--- src/rtl/aes_pkg.sv ---
// Shared AES byte-state constants and the ShiftRows source-index mapping.
// Row-major state order: index k = row*4 + column.
package aes_pkg;

    localparam int STATE_BYTES = 16;
    localparam int ROWS        = 4;
    localparam int COLS        = 4;

    // Source index of output position (row, col); 2-bit column arithmetic wraps mod 4.
    function automatic logic [3:0] sr_src_idx(
        input logic [1:0] row,
        input logic [1:0] col,
        input logic       inv
    );
        logic [1:0] src_col;
        src_col = inv ? (col - row) : (col + row);
        return {row, src_col};
    endfunction

endpackage

--- src/rtl/sr_bank.sv ---
// One 16x8 ping-pong state bank: synchronous write port, combinational indexed read port.
module sr_bank #(
    parameter int DW    = 8,
    parameter int DEPTH = 16
) (
    input  logic                     clk,
    input  logic                     we_i,
    input  logic [$clog2(DEPTH)-1:0] waddr_i,
    input  logic [DW-1:0]            wdata_i,
    input  logic [$clog2(DEPTH)-1:0] raddr_i,
    output logic [DW-1:0]            rdata_o
);

    // Contents are not reset; the full flags in the parent gate visibility.
    logic [DW-1:0] mem_q [DEPTH];

    always_ff @(posedge clk) begin
        if (we_i) begin
            mem_q[waddr_i] <= wdata_i;
        end
    end

    assign rdata_o = mem_q[raddr_i];

endmodule

--- src/rtl/shift_rows_serial.sv ---
// Byte-serial AES ShiftRows with ping-pong 16-byte banks.
// Optional macro SHIFT_ROWS_SERIAL_INV_EN adds the per-state 'inv' input (inverse ShiftRows).
module shift_rows_serial
    import aes_pkg::*;
#(
    parameter int DW = 8
) (
    input  logic          clk,
    input  logic          rst_n,
`ifdef SHIFT_ROWS_SERIAL_INV_EN
    input  logic          inv,
`endif
    input  logic          in_valid,
    output logic          in_ready,
    input  logic [DW-1:0] in_byte,
    output logic          out_valid,
    input  logic          out_ready,
    output logic [DW-1:0] out_byte,
    output logic          out_last
);

    localparam logic [3:0] LAST_IDX = 4'(STATE_BYTES - 1);

    logic       wr_bank_q, wr_bank_d;
    logic       rd_bank_q, rd_bank_d;
    logic [3:0] wr_cnt_q,  wr_cnt_d;
    logic [3:0] rd_cnt_q,  rd_cnt_d;
    logic [1:0] full_q,    full_d;

    logic          wr_fire, rd_fire;
    logic          rd_inv;
    logic [3:0]    rd_idx;
    logic [DW-1:0] bank_rdata [2];

    assign in_ready  = ~full_q[wr_bank_q];
    assign out_valid = full_q[rd_bank_q];
    assign wr_fire   = in_valid & in_ready;
    assign rd_fire   = out_valid & out_ready;

    // The read counter walks output positions; the mapping picks the source byte.
    assign rd_idx    = sr_src_idx(rd_cnt_q[3:2], rd_cnt_q[1:0], rd_inv);
    assign out_byte  = out_valid ? bank_rdata[rd_bank_q] : '0;
    assign out_last  = out_valid && (rd_cnt_q == LAST_IDX);

`ifdef SHIFT_ROWS_SERIAL_INV_EN
    logic [1:0] inv_q, inv_d;

    always_comb begin
        inv_d = inv_q;
        if (wr_fire && (wr_cnt_q == 4'd0)) begin
            inv_d[wr_bank_q] = inv;
        end
    end

    always_ff @(posedge clk or negedge rst_n) begin
        if (!rst_n) begin
            inv_q <= '0;
        end else begin
            inv_q <= inv_d;
        end
    end

    assign rd_inv = inv_q[rd_bank_q];
`else
    assign rd_inv = 1'b0;
`endif

    always_comb begin
        wr_bank_d = wr_bank_q;
        rd_bank_d = rd_bank_q;
        wr_cnt_d  = wr_cnt_q;
        rd_cnt_d  = rd_cnt_q;
        full_d    = full_q;
        if (wr_fire) begin
            wr_cnt_d = wr_cnt_q + 4'd1;
            if (wr_cnt_q == LAST_IDX) begin
                full_d[wr_bank_q] = 1'b1;
                wr_bank_d         = ~wr_bank_q;
            end
        end
        // Write only targets a non-full bank and read only a full one, so they never collide.
        if (rd_fire) begin
            rd_cnt_d = rd_cnt_q + 4'd1;
            if (rd_cnt_q == LAST_IDX) begin
                full_d[rd_bank_q] = 1'b0;
                rd_bank_d         = ~rd_bank_q;
            end
        end
    end

    always_ff @(posedge clk or negedge rst_n) begin
        if (!rst_n) begin
            wr_bank_q <= 1'b0;
            rd_bank_q <= 1'b0;
            wr_cnt_q  <= '0;
            rd_cnt_q  <= '0;
            full_q    <= '0;
        end else begin
            wr_bank_q <= wr_bank_d;
            rd_bank_q <= rd_bank_d;
            wr_cnt_q  <= wr_cnt_d;
            rd_cnt_q  <= rd_cnt_d;
            full_q    <= full_d;
        end
    end

    for (genvar b = 0; b < 2; b++) begin : g_bank
        sr_bank #(
            .DW    (DW),
            .DEPTH (STATE_BYTES)
        ) u_bank (
            .clk     (clk),
            .we_i    (wr_fire && (wr_bank_q == 1'(b))),
            .waddr_i (wr_cnt_q),
            .wdata_i (in_byte),
            .raddr_i (rd_idx),
            .rdata_o (bank_rdata[b])
        );
    end

endmodule

--- config.mk ---
export PLATFORM = sky130hd
export DESIGN_NAME = shift_rows_serial
export DESIGN_NICKNAME = d
export VERILOG_FILES = /design/src/rtl/aes_pkg.sv /design/src/rtl/sr_bank.sv /design/src/rtl/shift_rows_serial.sv
export SDC_FILE = /design/constraint.sdc
export NUM_CORES = 1
export LEC_CHECK = 0
export CAP_MARGIN = 0
export CORE_MARGIN = 2
export CORE_UTILIZATION = 52
export CTS_CLUSTER_DIAMETER = 50
export DETAILED_ROUTE_END_ITERATION = 12
export PLACE_DENSITY = 0.69
export SETUP_SLACK_MARGIN = 0.1
export SLEW_MARGIN = 20
export SYNTH_ARGS = -nofsm -noshare
export SYNTH_HDL_FRONTEND = slang
export SYNTH_SLANG_ARGS = --single-unit
--- constraint.sdc ---
create_clock -name clk -period 2.5 [get_ports clk]
set_input_delay 0.25 -clock clk [delete_from_list [all_inputs] [get_ports clk]]
set_output_delay 0.25 -clock clk [all_outputs]
set_load 0.01 [all_outputs]
# --- After elaboration in Yosys (flattened, before gate mapping) ---
# Memories as Yosys holds them, arrays and structs flattened.
# Cells that the tools add are included.
word_totals:
  reg_bits: 12
  ramBits: 256
  inputBits: 12
  output_inout_bits: 11
  mem_count: 2
mem_list:
  columns: ["name", "words", "width", "rd", "rd_ports_with_merged_regs", "wr", "line_no", "rtl"]
  rows:
  - ["g_bank[0].u_bank.mem_q", 16, 8, 1, 0, 1, "sr_bank.sv:15", "logic [DW-1:0] mem_q [DEPTH];"]
  - ["g_bank[1].u_bank.mem_q", 16, 8, 1, 0, 1, "sr_bank.sv:15", null]
classes:
  addsub: 3
  magnitude_cmp: 5
  eq_ne: 2
  muxes: 20
  n_bitwise: 9
  reduce_logical: 7
op_table:
  columns: ["cell", "n"]
  rows:
  - ["$mux W8", 4]
  - ["$mux W1", 10]
  - ["$add A4 B1 Y4 const B", 2]
  - ["$eq A4 B4 Y1 const B", 2]
  - ["$mux W2", 4]
  - ["$logic_and A1 B1 Y1", 5]
  - ["$lt A1 B2 Y1 const B", 2]
  - ["$reduce_and A2 Y1", 2]
  - ["$not A1 Y1", 3]
  - ["$add A2 B2 Y2", 1]
  - ["$and A1 B1 Y1", 2]
  - ["$and A2 B2 Y2", 1]
  - ["$demux W1 S1", 2]
  - ["$ge A1 B1 Y1 const B", 2]
  - ["$ge A2 B2 Y1 const B", 1]
  - ["$not A1 Y2", 1]
  - ["$not A2 Y2", 1]
  - ["$or A2 B2 Y2", 1]

# --- Depth between registers and ports, before layout ---
# Gate-level depths: netlist of run 1.
logic_depth:
  ltp_word: 10
  depth_mapped: 9
  mapped_depth_nobuf: 6

# --- Modules after synthesis ---
# Synthesis of run 1 repeated with hierarchy kept, for this count alone.
unflattened:
  cells_unflattened: 514
  area_unflattened_um2: 10694.0
modules_own_cells:
  columns: ["mod", "n_inst", "cells_each", "area_each_um2", "seq_area_each_um2"]
  rows:
  - ["sr_bank", 2, 221, 4987.3, 3843.7]
  - ["shift_rows_serial", 1, 72, 719.4, 300.3]

# --- Least setup slack after synthesis of run 1 ---
# OpenSTA, ideal clock, no wires.
synth_path:
  path_kind: "reg2out"
  startpoint: "register rd_cnt_q[0]"
  endpoint: "output port out_byte[0]"
  arrival_ps: 2071
  path_slack_ps: 179
  stages_incl_launch_ff: 10
  path_buffers: 3
  path_cell_list: "dfrtp_1 ha_1 buf_2 xnor2_1 buf_2 buf_2 nand2_1 a32oi_1 nand4_1 a211oi_1"
synth_via:
  elab_chain_len: 6
  word_cells_on_any_way: 7
synth_lines:
  columns: ["item", "line_no", "rtl"]
  rows:
  - ["start: declaration", "shift_rows_serial.sv:27", "logic [3:0] rd_cnt_q, rd_cnt_d;"]
  - ["start signal: assignment", "shift_rows_serial.sv:102", "rd_cnt_q <= rd_cnt_d;"]
  - ["$add A2 B2 Y2 (*)", "aes_pkg.sv:16", "src_col = inv ? (col - row) : (col + row);"]
  - ["$mem_v2 Z16 W8", null, null]
  - ["$mux W8 (implied by the code) (*) (3 in series)", "shift_rows_serial.sv:42", "assign out_byte = out_valid ? bank_rdata[rd_bank_q] : '0;"]
  - ["$mux W8 (*)", "shift_rows_serial.sv:42", null]
  - ["end: declaration", "shift_rows_serial.sv:18", "output logic [DW-1:0] out_byte,"]
# Every way passes the cells marked *; elsewhere a longest branch is shown, timed or not. The select of a mux whose other input is x is not followed.

# --- Worst setup path after layout of run 1 ---
layout_path:
  startpoint: "register rd_cnt_q[0]"
  endpoint: "output port out_byte[1]"
# The elaborated chain is that of the path after synthesis.

==> results of run 1 <==
==> state kept, by name (all words and copies together), names as in the netlist <==
signal / count
rd_cnt_q: 4
wr_cnt_q: 4
rd_bank_q: 1
g_bank.u_bank.mem_q: 256
full_q: 2
wr_bank_q: 1
==> worst max path at each step <==
stage                start           to  slack, ps  cells past startpoint
6_report       rd_cnt_q[0]  out_byte[1]       -590                     11
5_1_grt        rd_cnt_q[0]  out_byte[0]       -640                      9
4_1_cts        rd_cnt_q[2]  out_byte[0]       -650                     11
3_5_place_dp   rd_cnt_q[0]  out_byte[0]       -520                     10
3_3_place_gp   rd_cnt_q[0]  out_byte[0]       -500                     10
2_1_floorplan  rd_cnt_q[0]  out_byte[0]        180                      9
==> worst max-delay path: cells and delay by family, from the launching register on <==
family                     cells  cell delay, ps
buffers and inverters          5             650
AOI/OAI and AO/OA              2             500
DFF                            1             410
and+or+nand+nor                2             310
xor gates and xnor gates       1             230
adders and majority gates      1             200
==> routing by layer <==
metal  track usage, %  part of all wire (%)
met5                0                     0
met4             10.0                   4.0
met3             4.20                   8.4
met2             41.2                    48
met1             34.1                    40
==> power by group <==
group	internal (mW)	switching, mW	leakage [nW]
clock	2.61	1.69	0.469
combinational	4.59	4.63	1.83
sequential	5.22	0.152	2.45
==> cell families (layout without fill, tap and decap cells) <==
| logic type | Yosys count | count (layout) |
|---|---|---|
| DFF | 268 | 268 |
| AOI/OAI and AO/OA | 76 | 76 |
| muxes | 53 | 53 |
| and+or+nand+nor | 223 | 223 |
| xor gates and xnor gates | 10 | 10 |
| buffers and inverters | 38 | 209 |
| adders and majority gates | 6 | 6 |
==> cells in the final DEF (no fill, tap or decap), types with 8 or more instances in the layout <==
cell             instances
mux4_2                  21
edfxtp_1               256
a31oi_1                 11
clkdlybuf4s50_1         12
clkbuf_16               31
nand4_1                 14
nor2_1                  45
mux2i_1                 24
buf_6                    9
a32oi_1                  8
dfrtp_1                 12
buf_12                  14
nand3_1                 35
buf_4                  104
nand2_1                 95
==> layout make-up <==
cell class,instances,share of cell area (%)
Multi-Input combinational cell,368,20.5
Timing Repair Buffer,152,10.7
Tap cell,270,2.49
Sequential cell,268,59.0
Clock buffer,38,5.75
Inverter,3,0.0831
Clock inverter,16,1.47
==> through the flow <==
step,setup slack (ps),instances,cell area (sq um),util (%)
after CTS,-648,1108,13400,66.4
after global routing,-636,1115,13500,67.0
after floorplan,179,674,10800,-
final,-589,1115,13500,67.0
after global placement,-498,1034,12000,59.5
after detailed placement,-519,1034,12000,59.5
==> Yosys cell counts, types with 7 or more instances <==
cell type  number  area share (%)
mux2i_1        27             2.5
a32oi_1        11            0.90
nor2_1         48             1.7
nand3_1        35             1.6
o22ai_1        10            0.58
nor3_1          7            0.33
o21ai_0         9            0.42
dfrtp_1        12             2.8
mux4_2         18             3.8
edfxtp_1      256              72
buf_2          12            0.56
clkbuf_1       18            0.63
a31oi_1        13            0.76
nand2_1        99             3.5
nand2b_1        7            0.41
nand4_1        14            0.81
==> timing repair <==
action,in CTS,in global routing
gates resized for setup,82,20
hold buffers,0,0
gates cloned,2,2
pin swaps,29,29
buffers inserted,18,7
endpoints found under the setup margin,10,8
==> reports/summary.txt, run 1 <==
status: finished with violations
failing checks: negative setup slack
top_reg_cell synth: edfxtp_1
# DRC: 0
nets@finish: 840
root buffer cell: clkbuf_16
final setup vio count: 8
Die X-Extent: 148 microns
max-cap violations: 0
clock tree buffer depth: 3
Synth Area in Compound Gates: 5.09%
Die Y: 148 microns
power per standard cell area: 1400 nW/um^2
Worst-Skew Late Latency: 550 ps
vias per cell: 5.95
Hold/Removal Path Class: input port to async pin
n_diodes: 0
Hold Vio Cnt, Final: 0
Least-Margin Pin Slew: 663 ps
FFs w/ async S/R, synth: 4.48%
Mapped Area: 10800 sq um
Adder-Cell Fraction of Synth Area: 0.698%
setup ws final: -589 ps
Cell variety after synth: 49
Hold WS: 86.3 ps
Crit. End Element: output port
DRT Wirelength: 26800 microns
Reg2Reg Setup Slack: 700 ps
Fill cells: 1327
DR vias: 6635
Critical Path AT: 2840 ps
CTS tree: built
H-tree depth: 1
gr usage total: 25.1%
Worst slew margin: 55.5%
register area share after synthesis: 74.3%
initial antenna violation count: 0
#FFs+latches synth: 268
routability cong.: 0.906
max incr delay on CP: 410 ps
area of the multi-input gates: 2780 sq um
clock sinks: 268
DR WL/cell: 24.1 microns
global route overflow: 0
Worst-path clk slew: 60 ps
worst path cell trace: ha_4 -> buf_12 -> xor2_4 -> buf_12 -> buf_4 -> nand2_1 -> a31oi_1 -> nand4_1 -> a211oi_2 -> buf_4 -> buf_6
share of post-route cells with drive strength above 1: 29.5%
Yosys warnings: 0
cells on worst reg2reg path: 5
Crit path required time: 2250 ps
Num CTS Buffers: 29
Syn Area/Cell: 16.0 sq um
Starting Density: 53.1%
RSZ-0062 raised after global routing: yes
first-iteration detailed-routing DRC count: 794
Die Footprint: 21800 sq um
crit path kind: flop to output port
crit-path max FO: 4
reg2reg start: full_q[1]
worst clock skew: 17.7 ps
first-pass GRT wire length: 40700 microns
num ports: 23
main combinational cell family by area after synthesis: simple AND/OR/NAND/NOR gates
fin crit share: 124%
HPWL after DPL: 17400 microns
xor and xnor area share after synthesis: 1.27%
simple logic cell fraction of the synthesized area: 9.19%
Core ar.: 20200 sq um
storage element area: 7990 sq um
Synth Net Count: 692
Peak supply drop: 0.835 mV
leak pwr: 4.76 nW
Slew Viols, Final: 0
Cells after Synth: 674
Power Total: 18.9 mW
Final min period: 3090 ps
highest clock rate: 324 MHz
PortBufs: 22
Reg-to-Reg End: g_bank[1].u_bank.mem_q[15][5]
vias in the first global route: 6747
EDFF count, synth: 256
Std-Cell Rows: 52
Pre-Repair DR Iteration Count: 5
setup TNS: -4300 ps
post-synthesis mux area share: 7.68%
Critical Path Source Type: flop
largest net degree at the start of global routing: 33
slowest stage cell, crit path: dfrtp_1
synthesis-to-finish area growth: 26.0%
DRT antenna net count: 0
Note: power is estimated with default switching activity, not from simulation.
==> inputs of run 2 (changes only) <==
- CTS_BUF_LIST: unset -> sky130_fd_sc_hd__clkbuf_4 sky130_fd_sc_hd__clkbuf_8
==> run 2 against run 1 <==
Net effect:
- the run still ends with negative setup slack left
- first-iteration DRC count increased by 11%
- hold slack improved by 2.3 ps
- register-to-register slack got worse by 20 ps
- die area unchanged
- fmax decreased by 2.4%
- clock power decreased by 17%
- largest cell class unchanged
==> reports/summary.txt, run 2 (synthesized netlist as in run 1, its figures left out) <==
Largest regs: g_bank.u_bank.mem_q: 256 flops, rd_cnt_q: 4 flops, wr_cnt_q: 4 flops
Std-Cell Rows: 52 (unchanged)
synthesis-to-finish area growth: 25.4%
Worst-Skew Late Latency: 550 ps (about the same)
DR vias: 6740 (+1.6%)
dpl cells: 1034 (unchanged)
failing checks: negative setup slack
Final min period: 3160 ps (+75.1 ps)
critical path buffer and inverter count: 5 (unchanged)
Peak supply drop: 0.850 mV (+1.8%)
critical path depth in cells: 11 (unchanged)
clock tree buffer depth: 3 (unchanged)
PortBufs: 22 (unchanged)
initial antenna violation count: 0 (unchanged)
vias in the first global route: 6805 (+0.86%)
Die Y: 148 microns (unchanged)
Reg2Reg Setup Slack: 680 ps (-20 ps)
most frequent cells in the layout: edfxtp_1 (256), buf_4 (96), nand2_1 (93)
Starting Density: 53.1% (unchanged)
H-tree depth: 2 (+1)
HPWL after DPL: 17400 microns (unchanged)
gr usage total: 25.4% (+0.26 points)
cells on worst reg2reg path: 5 (unchanged)
commonest non-fill, non-tap cell in the layout: edfxtp_1
highest clock rate: 316 MHz (-2.4%)
Core ar.: 20200 sq um (unchanged)
Worst slew margin: 58.7% (+3.2 points)
Num CTS Buffers: 43 (+48%)
crit-path max FO: 5 (+1)
Least-Margin Pin Slew: 618 ps (-45.3 ps)
Critical Path AT: 2910 ps (+70 ps)
Die X-Extent: 148 microns (unchanged)
Worst-path clk slew: 60 ps (about the same)
routability cong.: 0.906 (unchanged)
vias per cell: 5.92 (-0.56%)
worst clock skew: 31.8 ps (+14.1 ps)
power per standard cell area: 1380 nW/um^2 (-1.3%)
n_diodes: 0 (unchanged)
max-cap violations: 0 (unchanged)
DR WL/cell: 24.1 microns (+0.12%)
fin util: 66.6% (-0.33 points)
root buffer cell: clkbuf_8
slowest stage cell, crit path: dfrtp_1
setup TNS: -4640 ps (-340 ps)
Power Total: 18.6 mW (-1.8%)
Hold/Removal Path Class: input port to async pin
# DRC: 0 (unchanged)
status: finished with violations
CTS Hold Bufs: 0 (unchanged)
DRT antenna net count: 0 (unchanged)
global route overflow: 0 (unchanged)
Pre-Repair DR Iteration Count: 5 (unchanged)
nets@finish: 856 (+1.9%)
Crit path required time: 2250 ps (about the same)
clock sinks: 268 (unchanged)
final setup vio count: 8 (unchanged)
Die Footprint: 21800 sq um (unchanged)
share of post-route cells with drive strength above 1: 32.5% (+3.0 points)
crit path kind: flop to output port
DRT Wirelength: 27400 microns (+2.3%)
max incr delay on CP: 410 ps (about the same)
leak pwr: 4.76 nW (about the same)
first-pass GRT wire length: 40600 microns (-0.32%)
Hold WS: 88.6 ps (+2.33 ps)
Hold Vio Cnt, Final: 0 (unchanged)
Worst path most repeated cell: buf_6
most flop-heavy register: g_bank.u_bank.mem_q
Final Instance Count excl. Fillers: 1139 (+2.2%)
largest net degree at the start of global routing: 33 (unchanged)
reg2reg start: full_q[1]
setup ws final: -664 ps (-75.1 ps)
fin crit share: 127% (+3.0 points)
delay-heaviest family, CP: buffers and inverters
Reg-to-Reg End: g_bank[1].u_bank.mem_q[15][5]
max reg flops: 256 (unchanged)
Slew Viols, Final: 0 (unchanged)
num ports: 23 (unchanged)
worst path cell trace: ha_4 -> buf_6 -> xor3_2 -> buf_12 -> buf_6 -> buf_6 -> mux2i_1 -> a32oi_1 -> o21ai_1 -> a211oi_2 -> buf_2
Crit. Startpoint: rd_cnt_q[2]
Crit. End Element: output port
CTS tree: built
Critical Path Source Type: flop
first-iteration detailed-routing DRC count: 884 (+11%)
RSZ-0062 raised after global routing: yes
==> run 2: area by class of cell <==
class                      instances  area [sq um]
sequential                       268          7990
inverter                           3          11.3
multi-input combinational        368          2810
fill                            1341          6750
clock inverter                    18           113
tap                              270           338
timing repair buffer             154          1520
clock buffer                      58           711
==> run 2: per-stage QoR <==
step,cell area [sq um],setup slack [ps]
after floorplan,10800,179
after global placement,12000,-498
after detailed placement,12000,-519
after CTS,13400,-673
after global routing,13500,-721
final,13500,-664
==> run 2: power by group <==
| part | total (mW) | internal (mW) | switching [mW] |
|---|---|---|---|
| registers | 5.37 | 5.22 | 0.153 |
| clock network | 3.59 | 1.95 | 1.64 |
| logic | 9.61 | 4.82 | 4.78 |
==> run 2: per-layer routing <==
layer | routed length [microns] | up-vias | GRT usage, %
met5 | 0 | - | 0
met4 | 1050 | 0 | 11.4
met3 | 2260 | 65 | 4.91
li1 | - | 2953 | -
met1 | 11000 | 3356 | 34.2
met2 | 13200 | 366 | 40.7
==> run 2: timing repair <==
item,CTS,global route
buffers inserted,18,12
gates cloned,4,0
pin swaps,34,27
endpoints found under the setup margin,10,8
resized for setup,101,26
==> run 2: how the worst max path moves through the flow <==
stage / endpoint / slack [ps]
5_1_grt: out_byte[3] / -720
2_1_floorplan: out_byte[0] / 180
3_3_place_gp: out_byte[0] / -500
6_report: out_byte[3] / -660
4_1_cts: out_byte[3] / -670
3_5_place_dp: out_byte[0] / -520
==> run 2: worst register-to-register path, cell delays in order (launching register included) <==
cell	delay [ps]
dfrtp_1	400
buf_4	160
nor2b_1	250
nand3_1	240
nor2_1	250
buf_4	220
==> inputs of run 3 (changes only) <==
- GPL_TIMING_DRIVEN: unset -> 0
==> run 3 against run 2 <==
Net effect:
- the run still ends with negative setup slack left
- first-iteration DRC count is 4.5% lower
- wire length shrank 0.92%
- sequential share of layout area rose by 3.7 points
- hold slack gained 5.3 ps
- critical endpoint is now out_byte[1]
- clock skew is 22 ps lower
- flip-flop and latch count unchanged
- power fell by 6.8%
- die area unchanged
==> reports/summary.txt, run 3 (synthesized netlist as in run 1, its figures left out) <==
Critical Path Source Type: flop
Reg-to-Reg End: g_bank[0].u_bank.mem_q[15][0]
initial antenna violation count: 0 (unchanged)
CTS tree: built
max-cap violations: 0 (unchanged)
largest net degree at the start of global routing: 33 (unchanged)
vias in the first global route: 6461 (-5.1%)
Fill cells: 1479 (+10%)
Least-Margin Pin Slew: 900 ps (+282 ps)
Flop pwr share: 31.2% (+2.3 points)
failing checks: negative setup slack
Switching Share: 37.5% (+2.1 points)
root buffer cell: clkbuf_8
DRT antenna net count: 0 (unchanged)
dpl cells: 965 (-6.7%)
DRT Wirelength: 27200 microns (-0.92%)
Num CTS Buffers: 42 (-2.3%)
Die X-Extent: 148 microns (unchanged)
clock network fraction of design power: 21.0% (+1.7 points)
Slew Viols, Final: 0 (unchanged)
power per standard cell area: 1360 nW/um^2 (-1.1%)
RSZ-0062 raised after global routing: yes
first-iteration detailed-routing DRC count: 844 (-4.5%)
Critical Path AT: 2840 ps (-70 ps)
highest clock rate: 324 MHz (+2.4%)
commonest non-fill, non-tap cell in the layout: edfxtp_1
DR vias: 6409 (-4.9%)
H-tree depth: 2 (unchanged)
clock tree buffer depth: 3 (unchanged)
Peak supply drop: 0.940 mV (+11%)
status: finished with violations
Hold/Removal Path Class: input port to async pin
gr usage total: 25.5% (+0.060 points)
Starting Density: 53.1% (unchanged)
M1 GR Usage: 34.6% (+0.38 points)
DR WL/cell: 25.6 microns (+6.4%)
worst slack, placed: -1220 ps (-697 ps)
internal power: 10.8 mW (-9.9%)
num ports: 23 (unchanged)
cell area after layout: 12700 sq um (-5.8%)
worst clock skew: 9.58 ps (-22.2 ps)
Pre-Repair DR Iteration Count: 5 (unchanged)
HPWL after DPL: 18000 microns (+3.4%)
clock sinks: 268 (unchanged)
Largest regs: g_bank.u_bank.mem_q: 256 flops, rd_cnt_q: 4 flops, wr_cnt_q: 4 flops
leak pwr: 4.30 nW (-9.7%)
nets@finish: 781 (-8.8%)
PortBufs: 21 (-4.5%)
fin crit share: 124% (-3.0 points)
max reg flops: 256 (unchanged)
most frequent cells in the layout: edfxtp_1 (256), nand2_1 (95), clkbuf_8 (46)
cells on worst reg2reg path: 3 (-2)
Worst slew margin: 39.8% (-19 points)
vias per cell: 6.04 (+2.1%)
most flop-heavy register: g_bank.u_bank.mem_q
Final Instance Count excl. Fillers: 1061 (-6.8%)
first-pass GRT wire length: 40100 microns (-1.3%)
crit-path max FO: 4 (-1)
Std-Cell Rows: 52 (unchanged)
synthesis-to-finish area growth: 18.1%
Core ar.: 20200 sq um (unchanged)
Die Footprint: 21800 sq um (unchanged)
routability cong.: 0.966 (+6.6%)
Crit path required time: 2250 ps (about the same)
# DRC: 0 (unchanged)
Worst-Skew Late Latency: 550 ps (about the same)
reg2reg start: full_q[0]
final setup vio count: 8 (unchanged)
setup ws final: -590 ps (+74.5 ps)
Reg2Reg Setup Slack: 330 ps (-350 ps)
M3 GR Usage: 6.02% (+1.1 points)
Die Y: 148 microns (unchanged)
crit path kind: flop to output port
global route overflow: 0 (unchanged)
global route hottest layer: met2
Placed Area: 11300 sq um (-6.3%)
NetSw: 6.49 mW (-1.3%)
share of post-route cells with drive strength above 1: 25.2% (-7.3 points)
n_diodes: 0 (unchanged)
Final min period: 3090 ps (-74.5 ps)
Crit. End Element: output port
CTS Hold Bufs: 0 (unchanged)
Worst-path clk slew: 60 ps (about the same)
Comb power frac: 47.9% (-3.8 points)
Hold Vio Cnt, Final: 0 (unchanged)
met2 usage: 40.4% (-0.33 points)
Power Total: 17.3 mW (-6.8%)
-- run 3: power groups by stage --
stage               clock network, mW  logic (mW)  registers (mW)
detailed placement                  0        6.37            5.48
finish                           3.63        8.28            5.39
global route                     3.87        8.68            5.41
global placement                    0        6.25            5.47
floorplan                           0        4.04            5.42
CTS                              3.67        7.54            5.38
-- run 3: worst max-delay path, cell delays in order, from the launching register on --
cell and delay (ps):
dfrtp_1 420, ha_4 180, buf_8 140, xor3_2 300
buf_6 140, buf_12 100, mux4_2 510, o22ai_4 250
a211oi_2 90, buf_2 160
-- run 3: metal layers --
metal  routed length (microns)  vias to the layer above
met5                         0                        -
met2                     13100                      296
li1                          -                     2797
met4                       899                        0
met1                     10900                     3258
met3                      2310                       58
-- run 3: what timing repair did --
item,4_1_cts,5_1_grt
pin swaps,19,19
buffers inserted,16,9
endpoints found under the setup margin,10,8
resized for setup,123,39
-- run 3: worst max-delay path by stage --
stage | start | to | slack, ps | depth (start not counted)
2_1_floorplan | rd_cnt_q[0] | out_byte[0] | 180 | 9
3_3_place_gp | rd_cnt_q[2] | out_byte[0] | -1150 | 8
3_5_place_dp | rd_cnt_q[2] | out_byte[1] | -1220 | 10
4_1_cts | rd_cnt_q[0] | out_byte[1] | -730 | 9
5_1_grt | rd_cnt_q[2] | out_byte[0] | -670 | 9
6_report | rd_cnt_q[0] | out_byte[1] | -590 | 9
-- run 3: layout make-up --
type,instances,area (sq um),area share (%)
Buffer,34,364,2.87
Clock buffer,58,704,5.55
Clock inverter,14,113,0.887
Inverter,3,15.0,0.118
Multi-Input combinational cell,368,2810,22.1
Sequential cell,268,7990,62.9
Tap cell,270,338,2.66
Timing Repair Buffer,46,368,2.90
-- run 3: stage by stage --
step	TNS [ps]	util (%)	hold slack, ps
finish	-4530	62.8	93.9
floorplan	0	-	-45.6
global route	-5000	62.8	114
CTS	-5100	61.8	94.3
global placement	-8670	55.8	532
detailed placement	-9150	55.7	547
